`config.mk`:
```
export PLATFORM = sky130hd
export DESIGN_NAME = tone_pulse_gen_flat
export DESIGN_NICKNAME = d
export VERILOG_FILES = /design/src/rtl/tone_pulse_gen_if.sv /design/src/rtl/tone_pulse_gen.sv /design/src/flat_wrapper.sv
export SDC_FILE = /design/constraint.sdc
export NUM_CORES = 1
export LEC_CHECK = 0
export CAP_MARGIN = 30
export CORE_MARGIN = 1
export CORE_UTILIZATION = 61
export DETAILED_ROUTE_END_ITERATION = 10
export HOLD_SLACK_MARGIN = 0.08
export PLACE_DENSITY = 0.84
export SLEW_MARGIN = 20
export SYNTH_ARGS = -nofsm -noshare
export SYNTH_HDL_FRONTEND = slang
export SYNTH_SLANG_ARGS = --single-unit
```
`constraint.sdc`:
```
create_clock -name clk -period 3.68 [get_ports clk]
set_clock_uncertainty 0.05 [all_clocks]
set_input_delay 0.552 -clock clk [delete_from_list [all_inputs] [get_ports clk]]
set_output_delay 0.552 -clock clk [all_outputs]
set_load 0.01 [all_outputs]
```
`src/rtl/tone_pulse_gen_if.sv`:
```
// Control/status bundle for tone_pulse_gen: period/burst programming inputs and
// the generated waveform plus its status flags.
interface tone_pulse_gen_if #(
    parameter int WIDTH   = 16,
    parameter int BURST_W = 8
);
    logic               enable;
    logic [WIDTH-1:0]   half_period;
    logic               period_load;
    logic [BURST_W-1:0] burst_len;
    logic               start;
    logic               pulse_out;
    logic               busy;
    logic               done;
    logic [BURST_W-1:0] period_count;

    modport master (
        output enable, half_period, period_load, burst_len, start,
        input  pulse_out, busy, done, period_count
    );

    modport slave (
        input  enable, half_period, period_load, burst_len, start,
        output pulse_out, busy, done, period_count
    );
endinterface

```
`src/rtl/tone_pulse_gen.sv`:
```
// Programmable 50%-duty square-wave generator, continuous or counted burst.
// A new half-period is staged in a pending register and adopted only at a high-phase start.
module tone_pulse_gen #(
    parameter int WIDTH   = 16,
    parameter int BURST_W = 8
) (
    input  logic            clk,
    input  logic            rst,
    tone_pulse_gen_if.slave bus
);
    typedef enum logic [1:0] {IDLE, HIGH, LOW} state_e;

    localparam logic [WIDTH-1:0] MIN_HALF = WIDTH'(2);

    state_e             state_q, state_d;
    logic [WIDTH-1:0]   active_q, active_d;
    logic [WIDTH-1:0]   pending_q, pending_d;
    logic [WIDTH-1:0]   phase_q, phase_d;
    logic [BURST_W-1:0] count_q, count_d;
    logic [BURST_W-1:0] target_q, target_d;
    logic               pulse_q, pulse_d;
    logic               busy_q, busy_d;
    logic               done_q, done_d;

    // NOTE: state registers use non-blocking assignments so every flop samples pre-edge values.
    always_ff @(posedge clk or posedge rst) begin
        if (rst) begin
            state_q   <= IDLE;
            active_q  <= MIN_HALF;
            pending_q <= MIN_HALF;
            phase_q   <= '0;
            count_q   <= '0;
            target_q  <= '0;
            pulse_q   <= 1'b0;
            busy_q    <= 1'b0;
            done_q    <= 1'b0;
        end else begin
            state_q   <= state_d;
            active_q  <= active_d;
            pending_q <= pending_d;
            phase_q   <= phase_d;
            count_q   <= count_d;
            target_q  <= target_d;
            pulse_q   <= pulse_d;
            busy_q    <= busy_d;
            done_q    <= done_d;
        end
    end

    // NOTE: every next-state signal gets a default first, so no path leaves a latch behind.
    always_comb begin
        state_d   = state_q;
        active_d  = active_q;
        pending_d = pending_q;
        phase_d   = phase_q;
        count_d   = count_q;
        target_d  = target_q;
        done_d    = 1'b0;

        if (bus.period_load)
            pending_d = (bus.half_period < MIN_HALF) ? MIN_HALF : bus.half_period;

        unique case (state_q)
            IDLE: begin
                if (bus.start) begin
                    state_d  = HIGH;
                    active_d = pending_d;
                    phase_d  = WIDTH'(1);
                    count_d  = '0;
                    target_d = bus.burst_len;
                end
            end
            HIGH: begin
                if (phase_q == active_q) begin
                    state_d = LOW;
                    phase_d = WIDTH'(1);
                end else begin
                    phase_d = phase_q + WIDTH'(1);
                end
            end
            LOW: begin
                if (phase_q == active_q) begin
                    count_d = count_q + BURST_W'(1);
                    phase_d = WIDTH'(1);
                    if (target_q != '0 && count_d == target_q) begin
                        state_d = IDLE;
                        phase_d = '0;
                        done_d  = 1'b1;
                    end else begin
                        state_d  = HIGH;
                        active_d = pending_d;
                    end
                end else begin
                    phase_d = phase_q + WIDTH'(1);
                end
            end
            default: state_d = IDLE;
        endcase

        // Disable wins over everything, including a coincident burst completion.
        if (!bus.enable) begin
            state_d  = IDLE;
            active_d = active_q;
            phase_d  = '0;
            count_d  = count_q;
            target_d = target_q;
            done_d   = 1'b0;
        end

        pulse_d = (state_d == HIGH);
        busy_d  = (state_d != IDLE);
    end

    assign bus.pulse_out    = pulse_q;
    assign bus.busy         = busy_q;
    assign bus.done         = done_q;
    assign bus.period_count = count_q;
endmodule

```
`src/flat_wrapper.sv`:
```
// flat-port wrapper written by rule: the top's interface ports become plain ports
module tone_pulse_gen_flat 
#(
    parameter int WIDTH   = 16,
    parameter int BURST_W = 8
)
  (clk, rst, bus_enable, bus_half_period, bus_period_load, bus_burst_len, bus_start, bus_pulse_out, bus_busy, bus_done, bus_period_count);
  tone_pulse_gen_if #(.WIDTH(WIDTH), .BURST_W(BURST_W)) bus_i ();
  input  logic clk;
  input  logic rst;
  input wire logic [$bits(bus_i.enable)-1:0] bus_enable;
  input wire logic [$bits(bus_i.half_period)-1:0] bus_half_period;
  input wire logic [$bits(bus_i.period_load)-1:0] bus_period_load;
  input wire logic [$bits(bus_i.burst_len)-1:0] bus_burst_len;
  input wire logic [$bits(bus_i.start)-1:0] bus_start;
  output wire logic [$bits(bus_i.pulse_out)-1:0] bus_pulse_out;
  output wire logic [$bits(bus_i.busy)-1:0] bus_busy;
  output wire logic [$bits(bus_i.done)-1:0] bus_done;
  output wire logic [$bits(bus_i.period_count)-1:0] bus_period_count;
  assign bus_i.enable = bus_enable;
  assign bus_i.half_period = bus_half_period;
  assign bus_i.period_load = bus_period_load;
  assign bus_i.burst_len = bus_burst_len;
  assign bus_i.start = bus_start;
  assign bus_pulse_out = bus_i.pulse_out;
  assign bus_busy = bus_i.busy;
  assign bus_done = bus_i.done;
  assign bus_period_count = bus_i.period_count;
  tone_pulse_gen #(.WIDTH(WIDTH), .BURST_W(BURST_W)) u_core (.clk(clk), .rst(rst), .bus(bus_i));
endmodule
```
==> results of run 1 <==
routing by layer:
metal  vias to the layer above  part of all wire (%)
li1                       1245                     -
met1                      1245                    42
met2                        70                    51
met3                        19                   4.6
met4                         0                   2.5
met5                         -                     0
cell families (layout without fill, tap and decap cells):
family	Yosys count	in the layout	synth area share [%]
and+or+nand+nor	97	97	14.7
adders and majority gates	6	6	2.08
muxes	40	40	13.5
DFF	69	69	48.0
AOI/OAI and AO/OA	53	53	10.0
xor gates and xnor gates	35	35	8.51
buffers and inverters	24	70	3.20
registers in the layout (all words and copies together) (netlist names):
name,flops
u_core.active_q,16
u_core.bus.busy,1
u_core.bus.done,1
u_core.bus.period_count,8
u_core.bus.pulse_out,1
u_core.pending_q,16
u_core.phase_q,16
u_core.state_q,2
u_core.target_q,8
placed cells by master (no fill, tap or decap), types with 5 or more instances in the layout:
cell | Yosys | routed
a21oi_1 | 11 | 11
a31oi_1 | 5 | 5
and3_1 | 5 | 5
clkbuf_8 | 0 | 12
clkdlybuf4s50_1 | 0 | 39
dfrtp_1 | 67 | 67
ha_1 | 6 | 6
inv_1 | 11 | 10
mux2_2 | 28 | 28
mux2_4 | 10 | 10
nand2_1 | 18 | 18
nand3_1 | 15 | 15
nand4_1 | 10 | 10
nor2_1 | 21 | 21
nor3_1 | 5 | 5
o21ai_0 | 9 | 9
o31ai_1 | 7 | 7
xnor2_1 | 19 | 19
xor2_1 | 16 | 16
stage by stage:
step	cells	total power (uW)	worst slack, ps	cell area (sq um)
global placement	426	1260	1020	4040
floorplan	324	1180	1160	3600
global route	442	1920	709	4220
detailed placement	426	1280	942	4040
CTS	442	1840	944	4220
finish	442	1830	914	4220
cell type report:
class                      instances  area [sq um]  share of cell area (%)
clock buffer                      15           176                    4.18
inverter                          11          41.3                   0.978
timing repair buffer              43           420                    9.96
tap                               72          90.1                    2.13
clock inverter                     1          5.00                   0.119
multi-input combinational        231          1760                    41.7
sequential                        69          1730                    41.0
final timing paths:
kind | cells after the start | endpoint | from | slack, ps
max in group asynchronous | 3 | u_core.bus.period_count[2] | rst | 2160
worst min-delay path | 1 | u_core.pending_q[15] | u_core.pending_q[15] | 450
worst max-delay path | 8 | u_core.active_q[4] | u_core.bus.period_count[0] | 910
min in group asynchronous | 2 | u_core.bus.busy | rst | 470
worst min register to register | 1 | u_core.pending_q[15] | u_core.pending_q[15] | 450
worst max register to register | 8 | u_core.active_q[4] | u_core.bus.period_count[0] | 910
power by group:
| part | switching, uW | total (uW) | internal, uW |
|---|---|---|---|
| Combinational | 143 | 341 | 198 |
| Clock | 258 | 558 | 300 |
| Sequential | 73.2 | 929 | 856 |
| Total | 475 | 1830 | 1350 |
critical path: stages, from the launching register on:
cell and delay [ps]:
dfrtp_1 470, ha_1 330, nand2_1 180, o21a_1 220
nor4b_1 330, nor4b_4 370, o32ai_2 130, buf_4 240
mux2_4 320
cell usage after synthesis (all sizes together) (3+ instances only):
cell and count:
nor2 21, o41ai 3, mux2 38, a21oi 11, o22ai 3, nor2b 3
inv 11, buf 7, o21ai 9, xnor2 19, a41oi 3, ha 6
clkbuf 6, a31oi 5, nand4 10, xor2 16, nand2 18, o31ai 7
and3 5, dfrtp 67, nand3 15, nand2b 4, nor3 5, nor4 5
and2 3
==> reports/results.txt, run 1 <==
Status = finished clean
WP data required = 3860 ps
Initial antenna violation count = 0
Vias in the first global route = 2612
DRT antenna net count = 0
1st-pass router iterations = 4
Port buffer count = 39
Tightest Pin Transition = 703 ps
GR Util met3 = 7.47%
Maximum vdd ir drop = 0.312 mV
I/O pin cnt = 40
Clock Pin Slew Worst Setup and Hold Paths = 70 ps
Syn. warnings = 0
Clk Latency, worst-skew pair = 340 ps
Clk buf depth = 2
GRT Total Usage = 26.3%
CTS tree = done
Die area = 6220 sq um
Clk Tree Root Cell = clkbuf_8
Post-cts resize count = 0
Initial Utilization = 64.2%
Power Density = 433 nW/um^2
Global-route met1 utilization = 31.0%
Drt drc = 0
CP Class = reg2reg
CP Capture Type = flip-flop
DP Wirelength = 5.21 mm
Hold-fix buffers, CTS = 0
Synthesized Nets = 359
Drt wl/cell = 16.3 microns
Layout cells sized above 1 = 16.8%
Htree depth = 3
Critical Path Start Type = flip-flop
Fin Setup TNS = 0 ps
Core ar. = 5610 sq um
Final Util = 75.3%
GPL Wtd Cong = 0.836
Synthesized area per cell = 11.1 sq um
Final worst path period share = 75.2%
Synth top area share = 46.5%
Mapped cell area = 3600 sq um
Final #Nets = 400
Largest area contributor in the netlist = dfrtp_1
Setup bufs post-CTS = 0
Worst-path fanout max = 16
Post-Syn Instances = 324
CP arrival = 2950 ps
Post-synth ARST share = 100%
Total number of vias = 2579
Max-slew violations = 0
First-pass GRT wire length = 12.2 mm
Number of CTS-inserted buffers = 9
Post-route minimum period = 2770 ps
Die span in y = 78.8 microns
Total grt overflow = 0
Register bit count reported by yosys = 69
WL final = 7.21 mm
FP Rows = 27
Leak = 0.00174 uW
Sequential share of the synthesized area = 48.0%
Vias/cell = 5.83
GRT busiest layer = met2
Routing usage on met2 = 43.8%
Final hold vios = 0
Fmax = 362 MHz
Largest net degree at the start of global routing = 50
Initial DRC Count = 148
Slew HR = 53.0%
Endpoints failing setup = 0
Worst min path class = reg2reg
RSZ-0062 raised after global routing = no
Filler cell count = 391
Layout area overhead = 17.2%
Fin Hold WS = 451 ps
MaxCap Viol Count = 0
Synth unique cells = 47
Post-synth EDFFs = 0
Largest cells by area after synthesis = dfrtp_1 47%, mux2_2 8.8%, xnor2_1 4.6%
Die Width = 78.8 microns
Synth Flop Type = dfrtp_1
Number of diodes = 0
Clock sink count = 69
(Power assumes the default switching activity.)
==> run 2: changes to the inputs <==
Settings changed: CORE_UTILIZATION 61 to 51, PLACE_DENSITY 0.84 to 0.75.
Clock period 3.68 ns to 2.4 ns, I/O delays scaled along.
==> run 2 against run 1 <==
- flip-flop and latch count is the same
- design area grew 7.1%
- die area grew 19%
- sequential share of layout area shrank 2.6 points
- core utilization shrank 8.7 points
- cell count grew 11%
- non-clock buffer count grew 24
==> reports/results.txt, run 2 (same netlist as run 1, synthesis figures left out) <==
Status = finished clean
CP Capture Type = flip-flop
Layout cells sized above 1 = 25.9% (+9.1 points)
Commonest non-fill, non-tap cell in the layout = dfrtp_1
Initial DRC Count = 138 (-6.8%)
Clock sink count = 69 (unchanged)
Final hold vios = 0 (unchanged)
Vias/cell = 5.47 (-6.2%)
Slew HR = 71.9% (+19 points)
GPL Wtd Cong = 0.796 (-4.8%)
Placement Cell Area = 4260 sq um (+5.4%)
Total grt overflow = 0 (unchanged)
Tightest Pin Transition = 420 ps (-283 ps)
Drt wl/cell = 16.1 microns (-1.5%)
Initial antenna violation count = 0 (unchanged)
Max-slew violations = 0 (unchanged)
Critical Path Start Type = flip-flop
Slowest cell on the critical path = dfrtp_2
Clk buf depth = 2 (unchanged)
WL final = 7.87 mm (+9.2%)
PnR worst setup slack = 48.8 ps (-865 ps)
Clk Tree Root Cell = clkbuf_8
Die span in y = 86.0 microns (+9.1%)
Layout area overhead = 25.5%
Fin Setup TNS = 0 ps (unchanged)
1st-pass router iterations = 4 (unchanged)
Die area = 7400 sq um (+19%)
RSZ-0062 raised after global routing = yes
Htree depth = 3 (unchanged)
Reg2reg path depth = 7 (-1)
Reg2Reg Setup Slack = 50 ps (-870 ps)
Critical Path Max Stage Delay = 450 ps (-20 ps)
MaxCap Viol Count = 0 (unchanged)
Drt drc = 0 (unchanged)
Worst min path class = in2async
Vias in the first global route = 2664 (+2.0%)
DRT antenna net count = 0 (unchanged)
Largest net degree at the start of global routing = 54 (+8.0%)
Final Util = 66.5% (-8.7 points)
WP data required = 2590 ps (-1270 ps)
CP arrival = 2540 ps (-410 ps)
Final instance area = 4520 sq um (+7.1%)
Post-route minimum period = 2350 ps (-415 ps)
CP Class = reg2reg
Endpoints failing setup = 0 (unchanged)
DP Wirelength = 5.64 mm (+8.4%)
Maximum vdd ir drop = 0.263 mV (-16%)
Worst-path fanout max = 15 (-1)
Regs by FF count = u_core.active_q x16, u_core.pending_q x16, u_core.phase_q x16
Most frequent cells in the layout = 63 x dfrtp_1, 39 x clkdlybuf4s50_1, 28 x mux2_2, 26 x buf_4, 21 x nor2_1
Final #Nets = 424 (+6.0%)
Power Density = 636 nW/um^2 (+47%)
I/O pin cnt = 40 (unchanged)
Leak = 0.00186 uW (+7.2%)
Fmax = 425 MHz (+18%)
Critical R2R Capture = u_core.active_q[8]
Final worst path period share = 98.0% (+23 points)
Fin Hold WS = 261 ps (-190 ps)
GRT Total Usage = 22.9% (-3.4 points)
Core ar. = 6790 sq um (+21%)
Pre-CTS setup slack = -140 ps (-1080 ps)
Crit path launch = u_core.bus.period_count[2]
Clock Pin Slew Worst Setup and Hold Paths = 80 ps (about the same)
FP Rows = 30 (+11%)
Initial Utilization = 53.0% (-11 points)
Port buffer count = 39 (unchanged)
Number of CTS-inserted buffers = 9 (unchanged)
Crit-path cells = and3_2 > a41oi_1 > o22ai_1 > nor4b_4 > o32ai_4 > buf_12 > mux2_4
CP endpoint = u_core.active_q[8]
CTS tree = done
Total number of vias = 2682 (+4.0%)
Die Width = 86.0 microns (+9.1%)
First-pass GRT wire length = 13.0 mm (+6.8%)
Number of diodes = 0 (unchanged)
RR Startpoint = u_core.bus.period_count[2]
Clk Latency, worst-skew pair = 350 ps (about the same)
==> run 2: changes by cell type in the layout (fill, tap and decap cells not counted), moves of 2 or more <==
cell | previous run | this run
buf_12 | 0 | 2
buf_4 | 4 | 26
clkbuf_1 | 3 | 0
clkbuf_8 | 12 | 9
dfrtp_1 | 67 | 63
dfrtp_2 | 0 | 4
inv_6 | 0 | 4
==> run 2: worst min-delay path by stage <==
stage | from | endpoint | cells after the start
2_1_floorplan | u_core.pending_q[10] | u_core.pending_q[10] | 1
3_3_place_gp | u_core.pending_q[7] | u_core.pending_q[7] | 1
5_1_grt | rst | u_core.bus.period_count[5] | 2
4_1_cts | rst | u_core.bus.period_count[5] | 2
3_5_place_dp | u_core.pending_q[7] | u_core.pending_q[7] | 1
6_report | rst | u_core.bus.period_count[5] | 2
==> run 2: final cells by class <==
cell class | instances | area, sq um
tap | 96 | 120
inverter | 11 | 41.3
multi-input combinational | 231 | 1820
clock buffer | 9 | 124
timing repair buffer | 67 | 626
sequential | 69 | 1730
fill | 526 | 2270
clock inverter | 7 | 56.3
==> run 2: power breakdown <==
group          internal, uW  switching [uW]  total (uW)
Combinational           333             237         570
Clock                   389             491         880
Sequential             1310             115        1420
Total                  2030             843        2870
==> run 2: through the flow <==
stage / total power [uW] / std cells
final: 2870 / 490
after floorplan: 1810 / 324
after CTS: 2880 / 490
after global placement: 1970 / 470
after detailed placement: 1990 / 470
after global routing: 3000 / 490
==> run 2: what timing repair did <==
item / CTS / global route
hold buffers: 0 / 0
setup endpoints to repair: 17 / 34
setup buffers: 4 / 0
pin swaps: 1 / 2
resized for setup: 1 / 11
==> run 2: metal layers <==
metal	vias up	wire length (microns)	share of wire (%)	GRT usage (%)
li1	1301	-	-	-
met1	1297	3840	49	33.2
met2	76	3610	46	34.7
met3	8	328	4.2	4.33
met4	0	97	1.2	7.27
met5	-	0	0	0
==> run 2: critical path, delay by kind of cell, from the launching register on <==
kind	cells	cell delay [ps]
buffers and inverters	1	190
DFF	1	450
and+or+nand+nor	2	720
AOI/OAI and AO/OA	3	530
muxes	1	300
==> run 3: changes to the inputs <==
Settings changed: GPL_TIMING_DRIVEN set to 0.
Clock period 2.4 ns to 2.1 ns, I/O delays scaled along.
==> run 3 against run 2 <==
- the flow now finishes with violations (setup timing)
- first-iteration DRC count increased by 20%
- setup slack got worse by 330 ps
- sequential share of layout area decreased by 3.1 points
- sequential power up 15%
- combinational power up 21%
- largest cell class unchanged
==> reports/results.txt, run 3 (same netlist as run 1, synthesis figures left out) <==
GPL Wtd Cong = 0.790 (-0.72%)
Number of diodes = 0 (unchanged)
Layout cells sized above 1 = 35.9% (+10 points)
Initial antenna violation count = 0 (unchanged)
Reg2Reg Setup Slack = -290 ps (-330 ps)
Critical R2R Capture = u_core.active_q[4]
Final hold vios = 0 (unchanged)
FP Rows = 30 (unchanged)
CP Capture Type = flip-flop
Reg2reg path depth = 8 (+1)
Crit-path cells = buf_4 > xor2_1 > xnor2_2 > nand4_1 > nor4b_4 > o32ai_4 > buf_6 > mux2_4
RSZ-0062 raised after global routing = yes
Commonest non-fill, non-tap cell in the layout = dfrtp_1
GRT Total Usage = 24.6% (+1.7 points)
Total grt overflow = 0 (unchanged)
CTS tree = done
Violated checks = setup timing
Worst min path class = in2async
Number of CTS-inserted buffers = 9 (unchanged)
I/O pin cnt = 40 (unchanged)
Clock Pin Slew Worst Setup and Hold Paths = 80 ps (about the same)
Status = complete, but fails checks
Max-slew violations = 0 (unchanged)
Endpoints failing setup = 41 (+41)
Htree depth = 3 (unchanged)
WP depth = 8 (+1)
Leak = 0.00200 uW (+7.0%)
CP arrival = 2570 ps (+30 ps)
Critical Path Start Type = flip-flop
Power Density = 722 nW/um^2 (+14%)
WP data required = 2280 ps (-310 ps)
Worst-path fanout max = 10 (-5)
Most frequent cells in the layout = 62 x dfrtp_1, 37 x clkdlybuf4s50_1, 28 x mux2_2, 23 x buf_4, 17 x xnor2_1
Final #Nets = 439 (+3.5%)
WL final = 8.88 mm (+13%)
Total number of vias = 2851 (+6.3%)
GR Util met3 = 3.37% (-0.96 points)
Fmax = 419 MHz (-1.4%)
Die area = 7400 sq um (unchanged)
Final instance area = 4920 sq um (+8.9%)
Drt drc = 0 (unchanged)
Final Util = 72.4% (+5.9 points)
Placed cells = 459 (-2.3%)
Routing usage on met2 = 40.3% (+5.6 points)
Core ar. = 6790 sq um (unchanged)
Fin Setup TNS = -8110 ps (-8110 ps)
Global-route met1 utilization = 33.1% (-0.15 points)
Port buffer count = 37 (-5.1%)
RR Startpoint = u_core.bus.period_count[3]
First-pass GRT wire length = 13.9 mm (+6.8%)
Initial Utilization = 53.0% (unchanged)
Tightest Pin Transition = 803 ps (+383 ps)
Area of the multi-input gates = 2030 sq um (+11%)
Pre-CTS setup slack = -550 ps (-410 ps)
Regs by FF count = u_core.active_q x16, u_core.pending_q x16, u_core.phase_q x16
Crit path launch = u_core.bus.period_count[3]
Buf/Inv on CP = 2 (+1)
Hold-fix buffers, CTS = 0 (unchanged)
Slew HR = 46.5% (-25 points)
CP Class = reg2reg
Clk Latency, worst-skew pair = 350 ps (about the same)
DRT antenna net count = 0 (unchanged)
Vias/cell = 5.65 (+3.1%)
1st-pass router iterations = 4 (unchanged)
Initial DRC Count = 165 (+20%)
Placement Cell Area = 4190 sq um (-1.5%)
CP endpoint = u_core.active_q[4]
PnR worst setup slack = -285 ps (-334 ps)
Clk buf depth = 2 (unchanged)
Register area = 1740 sq um (about the same)
Drt wl/cell = 17.6 microns (+9.4%)
Layout area overhead = 36.6%
Critical Path Max Stage Delay = 430 ps (-20 ps)
Die span in y = 86.0 microns (unchanged)
Filler cell count = 452 (-14%)
Clk Tree Root Cell = clkbuf_8
MaxCap Viol Count = 0 (unchanged)
Vias in the first global route = 2847 (+6.9%)
Non-Filler Instances = 505 (+3.1%)
GRT busiest layer = met2
Slowest cell on the critical path = dfrtp_1
DP Wirelength = 5.62 mm (-0.49%)
Maximum vdd ir drop = 0.411 mV (+57%)
Post-route minimum period = 2390 ps (+34.1 ps)
CP top delay family = simple AND/OR/NAND/NOR gates
Largest net degree at the start of global routing = 34 (-37%)
Clock sink count = 69 (unchanged)
Final worst path period share = 114% (+16 points)
Die Width = 86.0 microns (unchanged)
[run 3: stage by stage]
| step | power (uW) | hold WS [ps] |
|---|---|---|
| 3_3_place_gp | 2240 | 429 |
| 3_5_place_dp | 2270 | 437 |
| 6_report | 3550 | 197 |
| 4_1_cts | 3520 | 198 |
| 5_1_grt | 3690 | 229 |
| 2_1_floorplan | 2080 | 411 |
[run 3: final cells by class]
| class | count | share of cell area, % |
|---|---|---|
| buffer | 12 | 1.91 |
| clock inverter | 7 | 2.01 |
| sequential | 69 | 35.3 |
| clock buffer | 9 | 2.52 |
| tap | 96 | 2.44 |
| timing repair buffer | 70 | 13.8 |
| inverter | 11 | 0.916 |
| multi-input combinational | 231 | 41.2 |
[run 3: worst min-delay path by stage]
stage	endpoint	slack, ps	cells after the start
6_report	u_core.bus.period_count[6]	200	2
5_1_grt	u_core.bus.period_count[5]	230	2
4_1_cts	u_core.bus.period_count[6]	200	2
3_5_place_dp	u_core.pending_q[7]	440	1
3_3_place_gp	u_core.pending_q[15]	430	1
2_1_floorplan	u_core.pending_q[0]	410	2
[run 3: metal layers]
metal | up-vias | wire (microns)
li1 | 1330 | -
met1 | 1437 | 3940
met2 | 73 | 4440
met3 | 11 | 384
met4 | 0 | 114
met5 | - | 0
[run 3: what timing repair did]
| item | 4_1_cts | 5_1_grt |
|---|---|---|
| pin swaps | 12 | 31 |
| endpoints found under the setup margin | 42 | 42 |
| buffers inserted | 15 | 14 |
| gates cloned | 1 | 1 |
| resized for setup | 29 | 48 |
[run 3: where the power goes]
group	leakage, uW	switching [uW]	internal, uW	total [uW]
combinational	0.00102	299	394	692
clock	0.000110	547	674	1220
sequential	0.000861	141	1500	1640
